`src/rtl/video_timing_gen_if.sv`:
```
// Raster timing bundle between the timing generator and the renderers.
// The generator side is the master; renderers and monitors use slave.
interface video_timing_gen_if;
    logic       mode;
    logic [8:0] irq_line;
    logic [9:0] hpos;
    logic       hsync;
    logic       hblank;
    logic       hlast;
    logic [9:0] vline;
    logic [8:0] vpos;
    logic       vsync;
    logic       vblank;
    logic       vnext;
    logic       blank;
    logic       frame_start;
    logic       line_irq;
    logic [7:0] frame_cnt;
    logic       mode_active;

    modport master (
        input  mode, irq_line,
        output hpos, hsync, hblank, hlast,
        output vline, vpos, vsync, vblank, vnext,
        output blank, frame_start, line_irq,
        output frame_cnt, mode_active
    );

    modport slave (
        output mode, irq_line,
        input  hpos, hsync, hblank, hlast,
        input  vline, vpos, vsync, vblank, vnext,
        input  blank, frame_start, line_irq,
        input  frame_cnt, mode_active
    );
endinterface

```
`src/rtl/video_timing_gen.sv`:
```
// Parametrised raster timing generator: two horizontal modes, optional
// line doubling, frame pulse, raster line interrupt and frame counter.
module video_timing_gen #(
    parameter int unsigned H0_ACTIVE     = 704,
    parameter int unsigned H0_SYNC_START = 746,
    parameter int unsigned H0_SYNC_END   = 854,
    parameter int unsigned H0_TOTAL      = 910,
    parameter int unsigned H1_ACTIVE     = 640,
    parameter int unsigned H1_SYNC_START = 656,
    parameter int unsigned H1_SYNC_END   = 752,
    parameter int unsigned H1_TOTAL      = 800,
    parameter int unsigned V_ACTIVE      = 480,
    parameter int unsigned V_SYNC_START  = 490,
    parameter int unsigned V_SYNC_END    = 492,
    parameter int unsigned V_TOTAL       = 525,
    parameter int unsigned VSCALE_LOG2   = 1,
    parameter int unsigned HSYNC_POL     = 0,
    parameter int unsigned VSYNC_POL     = 0
) (
    input  logic clk,
    input  logic reset_n,
    video_timing_gen_if.master bus
);

    localparam logic HS_ON = (HSYNC_POL != 0);
    localparam logic VS_ON = (VSYNC_POL != 0);

    logic [9:0]  r_hcnt;
    logic [9:0]  r_vcnt;
    logic [7:0]  r_frame_cnt;
    logic        r_mode;

    // 11-bit views so a SYNC_END or TOTAL of 1024 still compares correctly
    logic [10:0] w_hcnt_x;
    logic [10:0] w_vcnt_x;
    logic [10:0] w_h_active;
    logic [10:0] w_h_sync_start;
    logic [10:0] w_h_sync_end;
    logic [10:0] w_h_last;
    logic        w_hlast;
    logic        w_vlast;
    logic        w_hsync_act;
    logic        w_vsync_act;
    logic        w_hblank;
    logic        w_vblank;
    logic [8:0]  w_vpos;
    logic        w_vnext;
    logic        w_frame_start;
    logic        w_line_irq;

    assign w_hcnt_x = {1'b0, r_hcnt};
    assign w_vcnt_x = {1'b0, r_vcnt};

    assign w_h_active     = r_mode ? 11'(H1_ACTIVE)     : 11'(H0_ACTIVE);
    assign w_h_sync_start = r_mode ? 11'(H1_SYNC_START) : 11'(H0_SYNC_START);
    assign w_h_sync_end   = r_mode ? 11'(H1_SYNC_END)   : 11'(H0_SYNC_END);
    assign w_h_last       = r_mode ? 11'(H1_TOTAL - 1)  : 11'(H0_TOTAL - 1);

    assign w_hlast = (w_hcnt_x == w_h_last);
    assign w_vlast = (w_vcnt_x == 11'(V_TOTAL - 1));

    assign w_hsync_act = (w_hcnt_x >= w_h_sync_start) &&
                         (w_hcnt_x <  w_h_sync_end);
    assign w_vsync_act = (w_vcnt_x >= 11'(V_SYNC_START)) &&
                         (w_vcnt_x <  11'(V_SYNC_END));

    assign w_hblank = (w_hcnt_x >= w_h_active);
    assign w_vblank = (w_vcnt_x >= 11'(V_ACTIVE));

    assign w_vpos  = 9'(r_vcnt >> VSCALE_LOG2);
    // a scaled line ends on the odd raw line when doubling
    assign w_vnext = w_hlast && ((VSCALE_LOG2 == 0) || r_vcnt[0]);

    assign w_frame_start = w_hlast && w_vlast;
    assign w_line_irq    = w_vnext && (w_vpos == bus.irq_line);

    assign bus.hpos        = r_hcnt;
    assign bus.hsync       = w_hsync_act ? HS_ON : ~HS_ON;
    assign bus.hblank      = w_hblank;
    assign bus.hlast       = w_hlast;
    assign bus.vline       = r_vcnt;
    assign bus.vpos        = w_vpos;
    assign bus.vsync       = w_vsync_act ? VS_ON : ~VS_ON;
    assign bus.vblank      = w_vblank;
    assign bus.vnext       = w_vnext;
    assign bus.blank       = w_hblank | w_vblank;
    assign bus.frame_start = w_frame_start;
    assign bus.line_irq    = w_line_irq;
    assign bus.frame_cnt   = r_frame_cnt;
    assign bus.mode_active = r_mode;

    // Pixel/line counters; mode and frame count only move at frame end
    always_ff @(posedge clk or negedge reset_n) begin
        if (!reset_n) begin
            r_hcnt      <= '0;
            r_vcnt      <= '0;
            r_frame_cnt <= '0;
            r_mode      <= 1'b0;
        end else begin
            if (w_hlast) begin
                r_hcnt <= '0;
                r_vcnt <= w_vlast ? '0 : r_vcnt + 10'd1;
            end else begin
                r_hcnt <= r_hcnt + 10'd1;
            end
            if (w_frame_start) begin
                r_mode      <= bus.mode;
                r_frame_cnt <= r_frame_cnt + 8'd1;
            end
        end
    end

endmodule
```
`src/flat_wrapper.sv`:
```
// flat-port wrapper written by rule: the top's interface ports become plain ports
module video_timing_gen_flat 
#(
    parameter int unsigned H0_ACTIVE     = 704,
    parameter int unsigned H0_SYNC_START = 746,
    parameter int unsigned H0_SYNC_END   = 854,
    parameter int unsigned H0_TOTAL      = 910,
    parameter int unsigned H1_ACTIVE     = 640,
    parameter int unsigned H1_SYNC_START = 656,
    parameter int unsigned H1_SYNC_END   = 752,
    parameter int unsigned H1_TOTAL      = 800,
    parameter int unsigned V_ACTIVE      = 480,
    parameter int unsigned V_SYNC_START  = 490,
    parameter int unsigned V_SYNC_END    = 492,
    parameter int unsigned V_TOTAL       = 525,
    parameter int unsigned VSCALE_LOG2   = 1,
    parameter int unsigned HSYNC_POL     = 0,
    parameter int unsigned VSYNC_POL     = 0
)
  (clk, reset_n, bus_mode, bus_irq_line, bus_hpos, bus_hsync, bus_hblank, bus_hlast, bus_vline, bus_vpos, bus_vsync, bus_vblank, bus_vnext, bus_blank, bus_frame_start, bus_line_irq, bus_frame_cnt, bus_mode_active);
  video_timing_gen_if bus_i ();
  input  logic clk;
  input  logic reset_n;
  input wire logic [$bits(bus_i.mode)-1:0] bus_mode;
  input wire logic [$bits(bus_i.irq_line)-1:0] bus_irq_line;
  output wire logic [$bits(bus_i.hpos)-1:0] bus_hpos;
  output wire logic [$bits(bus_i.hsync)-1:0] bus_hsync;
  output wire logic [$bits(bus_i.hblank)-1:0] bus_hblank;
  output wire logic [$bits(bus_i.hlast)-1:0] bus_hlast;
  output wire logic [$bits(bus_i.vline)-1:0] bus_vline;
  output wire logic [$bits(bus_i.vpos)-1:0] bus_vpos;
  output wire logic [$bits(bus_i.vsync)-1:0] bus_vsync;
  output wire logic [$bits(bus_i.vblank)-1:0] bus_vblank;
  output wire logic [$bits(bus_i.vnext)-1:0] bus_vnext;
  output wire logic [$bits(bus_i.blank)-1:0] bus_blank;
  output wire logic [$bits(bus_i.frame_start)-1:0] bus_frame_start;
  output wire logic [$bits(bus_i.line_irq)-1:0] bus_line_irq;
  output wire logic [$bits(bus_i.frame_cnt)-1:0] bus_frame_cnt;
  output wire logic [$bits(bus_i.mode_active)-1:0] bus_mode_active;
  assign bus_i.mode = bus_mode;
  assign bus_i.irq_line = bus_irq_line;
  assign bus_hpos = bus_i.hpos;
  assign bus_hsync = bus_i.hsync;
  assign bus_hblank = bus_i.hblank;
  assign bus_hlast = bus_i.hlast;
  assign bus_vline = bus_i.vline;
  assign bus_vpos = bus_i.vpos;
  assign bus_vsync = bus_i.vsync;
  assign bus_vblank = bus_i.vblank;
  assign bus_vnext = bus_i.vnext;
  assign bus_blank = bus_i.blank;
  assign bus_frame_start = bus_i.frame_start;
  assign bus_line_irq = bus_i.line_irq;
  assign bus_frame_cnt = bus_i.frame_cnt;
  assign bus_mode_active = bus_i.mode_active;
  video_timing_gen #(.H0_ACTIVE(H0_ACTIVE), .H0_SYNC_START(H0_SYNC_START), .H0_SYNC_END(H0_SYNC_END), .H0_TOTAL(H0_TOTAL), .H1_ACTIVE(H1_ACTIVE), .H1_SYNC_START(H1_SYNC_START), .H1_SYNC_END(H1_SYNC_END), .H1_TOTAL(H1_TOTAL), .V_ACTIVE(V_ACTIVE), .V_SYNC_START(V_SYNC_START), .V_SYNC_END(V_SYNC_END), .V_TOTAL(V_TOTAL), .VSCALE_LOG2(VSCALE_LOG2), .HSYNC_POL(HSYNC_POL), .VSYNC_POL(VSYNC_POL)) u_core (.clk(clk), .reset_n(reset_n), .bus(bus_i));
endmodule
```
`config.mk`:
```
export PLATFORM = sky130hd
export DESIGN_NAME = video_timing_gen_flat
export DESIGN_NICKNAME = d
export VERILOG_FILES = /design/src/rtl/video_timing_gen_if.sv /design/src/rtl/video_timing_gen.sv /design/src/flat_wrapper.sv
export SDC_FILE = /design/constraint.sdc
export NUM_CORES = 1
export LEC_CHECK = 0
export CORE_ASPECT_RATIO = 0.6
export CORE_MARGIN = 4
export CORE_UTILIZATION = 40
export DETAILED_ROUTE_END_ITERATION = 7
export HOLD_SLACK_MARGIN = 0.03
export PLACE_DENSITY = 0.73
export SLEW_MARGIN = 25
export SYNTH_ARGS = -nofsm -noshare
export SYNTH_HDL_FRONTEND = slang
export SYNTH_SLANG_ARGS = --single-unit
export TNS_END_PERCENT = 30
```
`constraint.sdc`:
```
create_clock -name clk -period 2.22 [get_ports clk]
set_clock_uncertainty 0.2 [all_clocks]
set_input_delay 0.444 -clock clk [delete_from_list [all_inputs] [get_ports clk]]
set_output_delay 0.444 -clock clk [all_outputs]
set_load 0.005 [all_outputs]
```
Word level (Yosys, flattened, before mapping). Index checks and enable logic that the tools add are counted.

Bits in registers: 29. Input port bits: 12. Output and inout port bits: 47.

Add/subtract/negate cells: 3. Magnitude comparators: 6. Equal/unequal tests: 3. Mux-type cells: 8. Bitwise gates (word level): 1. Reductions and logical operators: 5.

Operators with widths (number): $ge A10 B11 Y1 (2); $add A10 B1 Y10 const B (2); $ge A10 B9 Y1 const B (2); $mux W10 (2); $mux W7 (2); $eq A10 B11 Y1 (1); $lt A10 B11 Y1 (1); $eq A10 B10 Y1 const B (1); $lt A10 B9 Y1 const B (1); $eq A9 B9 Y1 (1); $mux W9 (1); $add A8 B1 Y8 const B (1); $mux W8 (1); $logic_and A1 B1 Y1 (5); $mux W1 (2); $or A1 B1 Y1 (1).

Depth between registers and ports, before layout.
Depth in word-level cells: 4. Gate-level depth with buffers: 8. Gate-level depth less buffers: 8.

Worst setup path after synthesis. No wires, ideal clock.

Path type: register to output. Start: register u_core.r_mode (netlist: u_core.bus.mode_active). End: output port bus_line_irq. Data arrival time: 1.802 ns. Required time: 1.576 ns. Slack: -0.226 ns. Cell stages (with the launch flop): 7. Buffers on the path: 0. Cells stage by stage: dfrtp_1 -> inv_1 -> ha_1 -> and4bb_1 -> nand4_1 -> nor2_1 -> and4_1.

Cells in the longest elaborated chain, start to end: 4.

Ends and longest elaborated chain: start: declaration (RTL line video_timing_gen.sv:31) `logic r_mode;`; start signal: assignment (RTL line video_timing_gen.sv:107) `r_mode <= bus.mode;`; $mux W8 (RTL line video_timing_gen.sv:57) `assign w_h_last = r_mode ? 11'(H1_TOTAL - 1) : 11'(H0_TOTAL - 1);`; $eq A10 B11 Y1 (RTL line video_timing_gen.sv:59) `assign w_hlast = (w_hcnt_x == w_h_last);`; $logic_and A1 B1 Y1 (RTL line video_timing_gen.sv:72) `assign w_vnext = w_hlast && ((VSCALE_LOG2 == 0) || r_vcnt[0]);`; via bus_vnext (RTL line flat_wrapper.sv:34) `output wire logic [$bits(bus_i.vnext)-1:0] bus_vnext;`; $logic_and A1 B1 Y1 (RTL line video_timing_gen.sv:75) `assign w_line_irq = w_vnext && (w_vpos == bus.irq_line);`; end: declaration (RTL line flat_wrapper.sv:37) `output wire logic [$bits(bus_i.line_irq)-1:0] bus_line_irq;`.

The timed path passes the listed nets, and every way through them passes these cells.

Worst setup path after layout.
Start: register u_core.r_mode (netlist: u_core.bus.mode_active). End: output port bus_line_irq.

Cells in the longest elaborated chain, start to end: 4.

Ends and longest elaborated chain (RTL line): $mux W8 (video_timing_gen.sv:57); $eq A10 B11 Y1 (video_timing_gen.sv:59); $logic_and A1 B1 Y1 (video_timing_gen.sv:72); $logic_and A1 B1 Y1 (video_timing_gen.sv:75).

No other way between the ends.

==> impl_metrics.ini <==
[run_status]
status = complete, but fails checks
violations = setup timing

[power_and_ir_drop]
cellPowerDensity_mw_per_mm2 = 366
p_leak_nw = 1.40
peakVddDrop_uv = 381
power_w = 0.00114

[setup_path]
path_max_fanout = 6
critPathKind = reg2out
start_kind = flop
required_ns = 1.58
cp.arrival_ns = 2.06
crit_path_end_kind = output pin

[synthesis]
synth_cells = 189
synth_ff_type = dfrtp_1
synth.avg_cell_area_um2 = 9.80
synthArstFlopShare = 1.00
synth_edf_count = 0
seq_area_frac_synth = 0.392
synth_area_mm2 = 0.00185
synthDistinctLibCells = 41
ys_seq_elements = 29
synth_nets = 216
yosys_warnings = 0
ys_top_cells_by_area = dfrtp_1 39%, ha_1 10%, xnor2_1 9.5%
yosysTopAreaCellShare = 0.392
yosys.area.top_type = dfrtp_1

[detailed_routing]
vias = 1779
drc_errors = 0
ant_nets = 0
dr_wl_met3_um = 478
firstDrtPassIters = 4
wl_per_cell_um = 15.9
drt_iter0_markers = 156
wl_met2_um = 2320
m1WireLength_um = 2860
via_per_inst = 4.96
routed.top_layer = met4
wl_um = 5710

[sta]
max_slew_margin = 0.749
setup-violations-final = 23
rsz0062_at_grt = true
maxSlewViolCount = 0
hold_violations = 0
whs_ns = 0.271
timing.final.ws_setup_ns = -0.479
clock.fmax_ghz = 0.370
min_period_ns = 2.70
min_period_over_period = 1.22
worst_slew_pin_slew_ns = 0.377

[clocking]
cts_tree = yes
clkSlewWorstSetupHoldPaths_ns = 0.06
clockBufferDepth = 2
hold_buffers = 0
insertion_delay_ns = 0.28
root_buffer = clkbuf_8
clock_sink_count = 29
htreeDepth = 2
numCtsBuffers = 5

[place]
port-buffer-count = 58
routabilityCongestion = 0.848
dp_hpwl_um = 4010
place_area_mm2 = 0.00280

[final_layout]
area_growth_pct = 68.0
layout_common_cells = 49 x clkdlybuf4s50_1, 47 x buf_4, 28 x dfrtp_1
antennaDiodeCount = 0
stdcell_area_mm2 = 0.00311
drive_gt1_frac = 0.324
nets = 325
layout_commonest_cell = clkdlybuf4s50_1

[floorplanning]
die_y_um = 60.7
chipWidth_um = 95.9
rows = 18
io_pins = 59
initial_core_util = 0.433
fp.coreArea_mm2 = 0.00428
die_area_mm2 = 0.00582

[min_path]
hold_class = reg2reg

[grt]
grt_antenna_before_repair = 0
grt_overflow_total = 0
grt_start_max_net_pins = 30
grt_use_total = 0.211
grt_pass1_wl_um = 9160
grt_pass1_vias = 1788

[flow_run]
maxCapViolations = 0
registers in the layout, summed over array words and instances, names as in the netlist:
name                    cells
u_core.bus.vline           10
u_core.bus.mode_active      1
u_core.bus.hpos            10
u_core.bus.frame_cnt        8
worst max-delay path: stages (launching register included):
cell,delay [ns]
dfrtp_2,0.45
inv_6,0.11
ha_4,0.21
and4bb_1,0.30
nand4_1,0.15
nor2_2,0.16
buf_4,0.12
and4_1,0.16
buf_2,0.11
synthesized netlist by cell type, types with 2 or more instances:
cell and number:
dfrtp_1 29, xnor2_1 20, ha_1 15, nand2_1 13, nand3_1 13, nor2_1 12, buf_4 11, inv_1 11
nand4_1 9, xor2_1 9, o21ai_0 6, nor3_1 4, and2_1 3, a21oi_1 2, and3_1 2, and4bb_2 2
nand3b_1 2, nor4_1 2, or2_2 2
cell families after synthesis:
group                      Yosys count  synth area share
and+or+nand+nor                     73             0.228
xor gates and xnor gates            29             0.137
DFF                                 29             0.392
buffers and inverters               24            0.0716
AOI/OAI and AO/OA                   17            0.0594
adders and majority gates           15             0.101
muxes                                2            0.0115
per-layer routing:
metal / up-vias / track usage
met5: - / 0
met4: 0 / 0.0466
met2: 75 / 0.304
met3: 6 / 0.0570
li1: 863 / -
met1: 835 / 0.315
worst paths after layout:
path                                                          start                             endpoint  slack (ns)  depth (start not counted)
worst min-delay path            u_core.bus.frame_cnt[7]$_DFFE_PN0P_  u_core.bus.frame_cnt[7]$_DFFE_PN0P_        0.27                          1
max in group asynchronous                                   reset_n   u_core.bus.mode_active$_DFFE_PN0P_        1.17                          2
worst max-delay path             u_core.bus.mode_active$_DFFE_PN0P_                         bus_line_irq       -0.48                          8
worst max register to register   u_core.bus.mode_active$_DFFE_PN0P_      u_core.bus.vline[9]$_DFFE_PN0N_       -0.28                          9
worst min register to register  u_core.bus.frame_cnt[7]$_DFFE_PN0P_  u_core.bus.frame_cnt[7]$_DFFE_PN0P_        0.27                          1
min in group asynchronous                                   reset_n  u_core.bus.frame_cnt[4]$_DFFE_PN0P_        0.34                          2
metrics by stage:
stage	setup TNS (ns)	utilization	instances	setup slack (ns)
after global routing	-7.01	0.727	359	-0.546
after CTS	-3.71	0.720	359	-0.447
after floorplan	-0.153	-	189	-0.106
final	-5.28	0.727	359	-0.479
after global placement	-3.20	0.655	340	-0.601
after detailed placement	-4.08	0.655	340	-0.672
report_power, final:
part           internal (W)  switching (W)
clock              0.000366       0.000206
combinational     0.0000229      0.0000167
sequential         0.000528              0
final cells by class:
cell class	instances	area, um2
clock inverter	1	30.0
clock buffer	7	86.3
sequential	29	727
multi-input combinational	136	1120
timing repair buffer	115	1030
tap	60	75.1
fill	321	1170
inverter	11	48.8
timing repair:
item / CTS / global route
endpoints found under the setup margin: 22 / 28
buffers inserted: 12 / 0
gates resized for setup: 59 / 4
pin swaps: 19 / 1
(Power assumes the default switching activity.)
